**src/rtl/sid_env_vca.sv**
```systemverilog
// -----------------------------------------------------------------------------
// sid_env_vca
//   Voice amplitude stage that sits directly after the envelope generator.
//   On each SID tick (clk_en) it samples the unsigned waveform code and the
//   envelope level. It converts the waveform from offset-binary to two's
//   complement, then multiplies the two with a serial shift-add unit that
//   handles one envelope bit per clock. The signed product goes to the voice
//   mixer.
//
//   Ports
//     clk        in   1       system clock
//     n_reset    in   1       asynchronous reset, active-low
//     clk_en     in   1       SID tick strobe; requests a new product
//     wave       in   WAVE_W  unsigned waveform code (midscale = 2**(WAVE_W-1))
//     env        in   ENV_W   envelope level
//     mute       in   1       voice mute; forces the product to 0
//     amp_out    out  OUT_W   signed product, held between updates
//     out_valid  out  1       one-clock pulse when amp_out updates
//     busy       out  1       high while a multiply is in progress
//     overrun    out  1       sticky; clk_en arrived while busy
//
//   Timing: capture edge E0, multiply edges E1..E(ENV_W), and the result
//   edge E(ENV_W+1). A new tick is accepted on the edge that follows the
//   result edge.
// -----------------------------------------------------------------------------
module sid_env_vca #(
   parameter int WAVE_W = 12,
   parameter int ENV_W  = 8,
   parameter int OUT_W  = 20   // must equal WAVE_W + ENV_W
) (
   input  logic              clk,
   input  logic              n_reset,
   input  logic              clk_en,
   input  logic [WAVE_W-1:0] wave,
   input  logic [ENV_W-1:0]  env,
   input  logic              mute,
   output logic [OUT_W-1:0]  amp_out,
   output logic              out_valid,
   output logic              busy,
   output logic              overrun
);

   localparam int CNT_W = (ENV_W > 1) ? $clog2(ENV_W) : 1;

   typedef enum logic [1:0] {
      IDLE = 2'd0,
      MUL  = 2'd1,
      DONE = 2'd2
   } state_t;

   state_t             state;
   state_t             state_next;

   logic [WAVE_W-1:0]  wave_s;   // captured waveform, two's complement
   logic [ENV_W-1:0]   env_r;
   logic               mute_r;
   logic [OUT_W-1:0]   acc;
   logic [CNT_W-1:0]   cnt;
   logic [OUT_W-1:0]   wave_ext;
   logic               last_bit;

   // Sign-extend the captured waveform to the full product width. Each
   // partial product is then a plain shift of this value, and the
   // accumulator wraps naturally at OUT_W bits.
   assign wave_ext = {{ENV_W{wave_s[WAVE_W-1]}}, wave_s};
   assign last_bit = (cnt == CNT_W'(ENV_W - 1));
   assign busy     = (state != IDLE);

   // State register
   always_ff @(posedge clk or negedge n_reset) begin
      if (!n_reset) begin
         state <= IDLE;
      end else begin
         // NOTE: registers use non-blocking assignments, so every flop samples
         // the pre-edge values of the others regardless of statement order.
         state <= state_next;
      end
   end

   // Next-state logic
   always_comb begin
      // NOTE: the default comes first so that every path assigns state_next,
      // which keeps this block purely combinational (no latch).
      state_next = state;
      case (state)
         IDLE:    if (clk_en)   state_next = MUL;
         MUL:     if (last_bit) state_next = DONE;
         DONE:                  state_next = IDLE;
         default:               state_next = IDLE;
      endcase
   end

   // Datapath: input capture, shift-add iterations, result and flags
   always_ff @(posedge clk or negedge n_reset) begin
      if (!n_reset) begin
         wave_s    <= '0;
         env_r     <= '0;
         mute_r    <= 1'b0;
         acc       <= '0;
         cnt       <= '0;
         amp_out   <= '0;
         out_valid <= 1'b0;
         overrun   <= 1'b0;
      end else begin
         out_valid <= 1'b0;

         // A tick that lands while a product is in flight is dropped but remembered.
         if (clk_en && (state != IDLE)) begin
            overrun <= 1'b1;
         end

         case (state)
            IDLE: begin
               if (clk_en) begin
                  // Offset-binary to two's complement: invert the MSB.
                  wave_s <= {~wave[WAVE_W-1], wave[WAVE_W-2:0]};
                  env_r  <= env;
                  mute_r <= mute;
                  acc    <= '0;
                  cnt    <= '0;
               end
            end
            MUL: begin
               if (env_r[cnt]) begin
                  acc <= acc + (wave_ext << cnt);
               end
               cnt <= cnt + CNT_W'(1);
            end
            DONE: begin
               amp_out   <= mute_r ? '0 : acc;
               out_valid <= 1'b1;
            end
            default: ;
         endcase
      end
   end

endmodule
```
**config.mk**
```make
export PLATFORM = sky130hd
export DESIGN_NAME = sid_env_vca
export DESIGN_NICKNAME = d
export VERILOG_FILES = /design/src/rtl/sid_env_vca.sv
export SDC_FILE = /design/constraint.sdc
export NUM_CORES = 1
export LEC_CHECK = 0
export CAP_MARGIN = 10
export CORE_ASPECT_RATIO = 0.7
export CORE_UTILIZATION = 35
export CTS_BUF_LIST = sky130_fd_sc_hd__clkbuf_4
export DETAILED_ROUTE_END_ITERATION = 10
export HOLD_SLACK_MARGIN = 0.05
export SYNTH_ARGS = -nofsm -noshare
export SYNTH_HDL_FRONTEND = slang
export SYNTH_SLANG_ARGS = --single-unit
```
**constraint.sdc**
```tcl
create_clock -name clk -period 4 [get_ports clk]
set_input_delay 0.8 -clock clk [delete_from_list [all_inputs] [get_ports clk]]
set_output_delay 0.8 -clock clk [all_outputs]
set_load 0.02 [all_outputs]
```
# --- Yosys cells after proc, flatten, opt, wreduce, memory -nomap -nowiden ---
# Index checks and enable logic that the tools add are counted.
op_classes:
  add_sub_neg: 2
  n_mul: 0
  div: 0
  n_lt_le_gt_ge: 1
  n_eq_ne: 6
  shifts: 1
  n_mux: 12
  n_bitwise: 1
  reduce_logical: 8
op_table:
  columns: ["operator", "n"]
  rows:
  - ["$mux 20", 3]
  - ["$pmux 20 s2", 1]
  - ["$add 20x20->20", 1]
  - ["$shl 20x3->20", 1]
  - ["$ne 2x2->1 const B", 3]
  - ["$pmux 3 s2", 1]
  - ["$reduce_and 2->1", 3]
  - ["$lt 3x4->1 const B", 1]
  - ["$mux 2", 2]
  - ["$pmux 2 s2", 1]
  - ["$reduce_bool 2->1", 2]
  - ["$add 3x1->3 const B", 1]
  - ["$bmux 1 s3", 1]
  - ["$eq 3x3->1 const B", 1]
  - ["$mux 3", 1]
  - ["$reduce_and 3->1", 1]
  - ["$eq 2x1->1 const B", 1]
  - ["$eq 2x2->1 const B", 1]
  - ["$logic_not 2->1", 1]
  - ["$mux 1", 2]
  - ["$logic_and 1x1->1", 1]
  - ["$not 1->1", 1]
totals:
  reg_bits: 68
  latch_bits: 0
  ram_bits: 0
  rom_bits: 0
  input_bits: 24
  out_inout_bits: 23
  memories: 0

# --- Depth between registers and ports, before layout ---
depth:
  ltp_word: 4
  depth_mapped: 14
  depth_no_buf: 12

# --- Worst setup path before layout ---
# OpenSTA, ideal clock, no wires.
synth_path:
  path_type: "reg-to-reg"
  startpoint: "register cnt[0]"
  endpoint: "register acc[16]"
  setup_ps: 124
  arrival_ps: 3151
  required_ps: 3876
  setup_slack_ps: 725
  stages_incl_launch_ff: 15
  n_path_buf: 3
  cell_sequence: "dfrtp_1 -> buf_6 -> clkbuf_1 -> mux2i_1 -> nand2_1 -> nand2_1 -> o21ai_0 -> ha_1 -> clkbuf_1 -> a21oi_1 -> o21ai_1 -> a311oi_2 -> o21ai_0 -> or4_1 -> o31a_1"
synth_via:
  elab_chain_cells: 4
  elab_cells_between_ends: 8
  cone_classes: "add/sub (1); eq/ne (1); shift (1); mux (4); reduce/logical (1)"
synth_rtl:
  columns: ["item", "line_no", "source"]
  rows:
  - ["start: declaration", "58", "logic [CNT_W-1:0] cnt;"]
  - ["start signal: assignment", "127", "cnt <= cnt + CNT_W'(1);"]
  - ["$shl 20x3->20 or $bmux 1 s3 (tied branches)", "125, 124", null]
  - ["$add 20x20->20 or $mux 1 (tied branches)", "125, 124", null]
  - ["$mux 20 or $ne 2x2->1 (tied branches)", null, null]
  - ["$pmux 20 s2 or $reduce_and 3->1 (tied branches)", null, null]
  - ["end signal: assignment", "125", "acc <= acc + (wave_ext << cnt);"]
  - ["end: declaration", "57", "logic [OUT_W-1:0] acc;"]
# Several ways; a longest one is shown, not always the timed one. The select of a mux whose other input is x is not followed.
# A chain may end at the register's enable or synchronous reset.

# --- Worst setup path after layout ---
# Ends and elaborated chain as after synthesis.

==> out/metrics.cfg <==
[timing]
finClkSkew_ns=0.01578
max_slew.worst_pin.slew_ns=0.8346
maxSlewHeadroom=0.4436
report.final.setup_viol=0
min_period_over_period=0.8542
min_period_ns=3.417
rsz0062_at_grt=false
slew_viol_final=0
hold_viol=0
max_freq_mhz=292.7
setup_tns_ns=0

[min_path]
min_path_type=input port to async pin

[status]
outcome=finished, final reports clean

[placement]
place_inst=641
hpwl_mm=7.727
port_buffers=46
gp_congestion=0.8526

[detailed_routing]
drtIter0Drc=205
first_pass_iters=4
drc=0
wl_per_cell_um=15.36
routed_via_density=5.222
routed_wl_mm=10.09
dr_total_vias=3431
ant_nets=0

[critical_path]
endpoint_kind=register
crit_top_cell=o21ai_0
critPathKind=register to register
critPathLaunchType=register
critPathArrivalTime_ns=3.74
cp_slowest_cell=or4_1
worstPathRequired_ns=4.32
slowest_delay_ns=0.54
crit_chain=buf_4 -> mux2_2 -> o21ai_0 -> nor2_1 -> ha_1 -> a211oi_2 -> nor4b_1 -> a311oi_2 -> o21ai_0 -> or4_1 -> o31a_1
critPathMaxFanout=15

[final_layout]
drive_gt1_frac=0.1180
layout.cells.most_common=nand2_1
seq_area_um2=1702
nets=541
antenna_cells=0
final-instance-count-excl-fill=657
final_cell_mix=nand2_1, dfrtp_1, o21ai_0, clkdlybuf4s50_1, mux2_2
syn_to_final_growth_pct=17.11
multiInputGateArea_um2=2399
n_fill_cell=1184

[synth]
yosysTopAreaCellShare=0.4013
synth.area.mux_share=0.09826
synthDistinctLibCells=61
synthCells=457
synth_xor_area_frac=0.02685
syn_area_per_cell_um2=9.279
synth_area_um2=4240
syn_nets=503
yosysTopAreaCell=dfrtp_1
synth_area_leaders=dfrtp_1, mux2_2, nand2_1
synthArstFlopShare=1.000
synthAdderAreaFrac=0.06669
synth-edff-count=0
synth_warnings=0
synth_compound_area_frac=0.1886
ys_seq_area_frac=0.4013
synth_top_flop_cell=dfrtp_1
synth_simple_gate_area_frac=0.1853
synth_top_family_by_area=compound AO/OA/AOI/OAI gates
ys_ff_latch=68

[clock_network]
cts_setup_buffers=0
clock_latency_ns=0.43
numCtsBuffers=9
clock_sinks=68
root_buffer=clkbuf_4
htreeDepth=3
post_cts_resized=0
cts.clk_slew.worst_paths_ns=0.12
holdBufCountCts=0
clockBufferDepth=2
cts_tree=built

[die]
ioPinCount=47
row_count=33
die_area_um2=12570
core-area_um2=11770
die_w_um=133.6
start_util=0.3603
die_height_um=94.09

[run]
maxCapViolations=0

[global_route]
grtUsageTotal=0.1761
antenna_found_initial=0
grt.overflow.total=0
grt_max_degree=42
grt_pass1_vias=3145
grt_pass1_wl_mm=16.90

worst max-delay path: cells and delay by family, from the launching register on:
| family | cells | cell delay [ns] |
|---|---|---|
| buffers and inverters | 1 | 0.22 |
| AOI/OAI and AO/OA | 5 | 1.26 |
| and+or+nand+nor | 3 | 0.73 |
| muxes | 1 | 0.37 |
| DFF | 1 | 0.36 |
| adders and majority gates | 1 | 0.38 |
final timing paths:
kind,startpoint,to,slack (ns),cells after the start
worst min-delay path,n_reset,amp_out[7],0.46,1
worst max-delay path,cnt[0],acc[16],0.58,11
worst min register to register,overrun,overrun,0.48,1
worst max register to register,cnt[0],acc[16],0.58,11
min in group clk,overrun,overrun,0.48,1
max in group asynchronous,n_reset,wave_s[4],2.59,2
per-stage QoR:
stage               hold WS, ns  instance area, um2  setup WS [ns]  utilization
finish                   0.4641                4966         0.5833       0.4220
global route             0.4791                4966         0.3590       0.4220
CTS                      0.4478                4966         0.5851       0.4220
detailed placement       0.4518                4831         0.6243       0.4105
global placement         0.4425                4831         0.7149       0.4105
floorplan                0.4708                4240         0.7254            -
kinds of logic (layout without fill, tap and decap cells):
group                    Yosys count  after routing
adder cells (fa/ha/maj)           22             22
buffers and inverters             33             76
flip-flops                        68             68
XOR/XNOR                          13             13
AND/OR/NAND/NOR                  163            163
multiplexers                      36             36
AO/OA/AOI/OAI                    122            122
flip-flops by register name, indices dropped and copies added, names as in the netlist:
register,count
acc,20
amp_out,20
wave_s,12
env_r,8
cnt,3
state,2
mute_r,1
out_valid,1
overrun,1
per-layer routing:
metal  vias up  global-route usage  wire, um
met5         -                   0         0
met1      1605              0.2730      5618
met3         8             0.04531       459
met4         0             0.04261        91
li1       1737                   -         -
met2        81              0.2352      3922
cell type report:
type	instances	area share
clock inverter	5	0.01058
sequential	68	0.3427
clock buffer	11	0.01663
tap	157	0.03956
timing repair buffer	53	0.1023
inverter	7	0.005291
multi-input combinational	356	0.4830
cell usage after synthesis (all sizes together), types with 2 or more instances:
master  count
mux2i       9
nand4       3
ha         21
nor2b       2
clkbuf     19
o31ai       7
nand2b     23
mux2       25
o21bai      2
dfrtp      68
or4         2
o211ai      4
nor4b       2
nand2      73
nor3        9
nand3      19
o211a       2
and4        2
nand4b      2
or2         2
a41oi       3
a21o        7
xor2        4
nor2       15
a311oi      2
a21oi      23
inv         6
mux4        2
and3        3
buf         7
o21ai      53
xnor2       9
and2        3
a211oi      4
o41a        2
o22ai       2
Power is not shown: default switching activity piles up to over one toggle a cycle in this logic, so the estimate is an artifact.
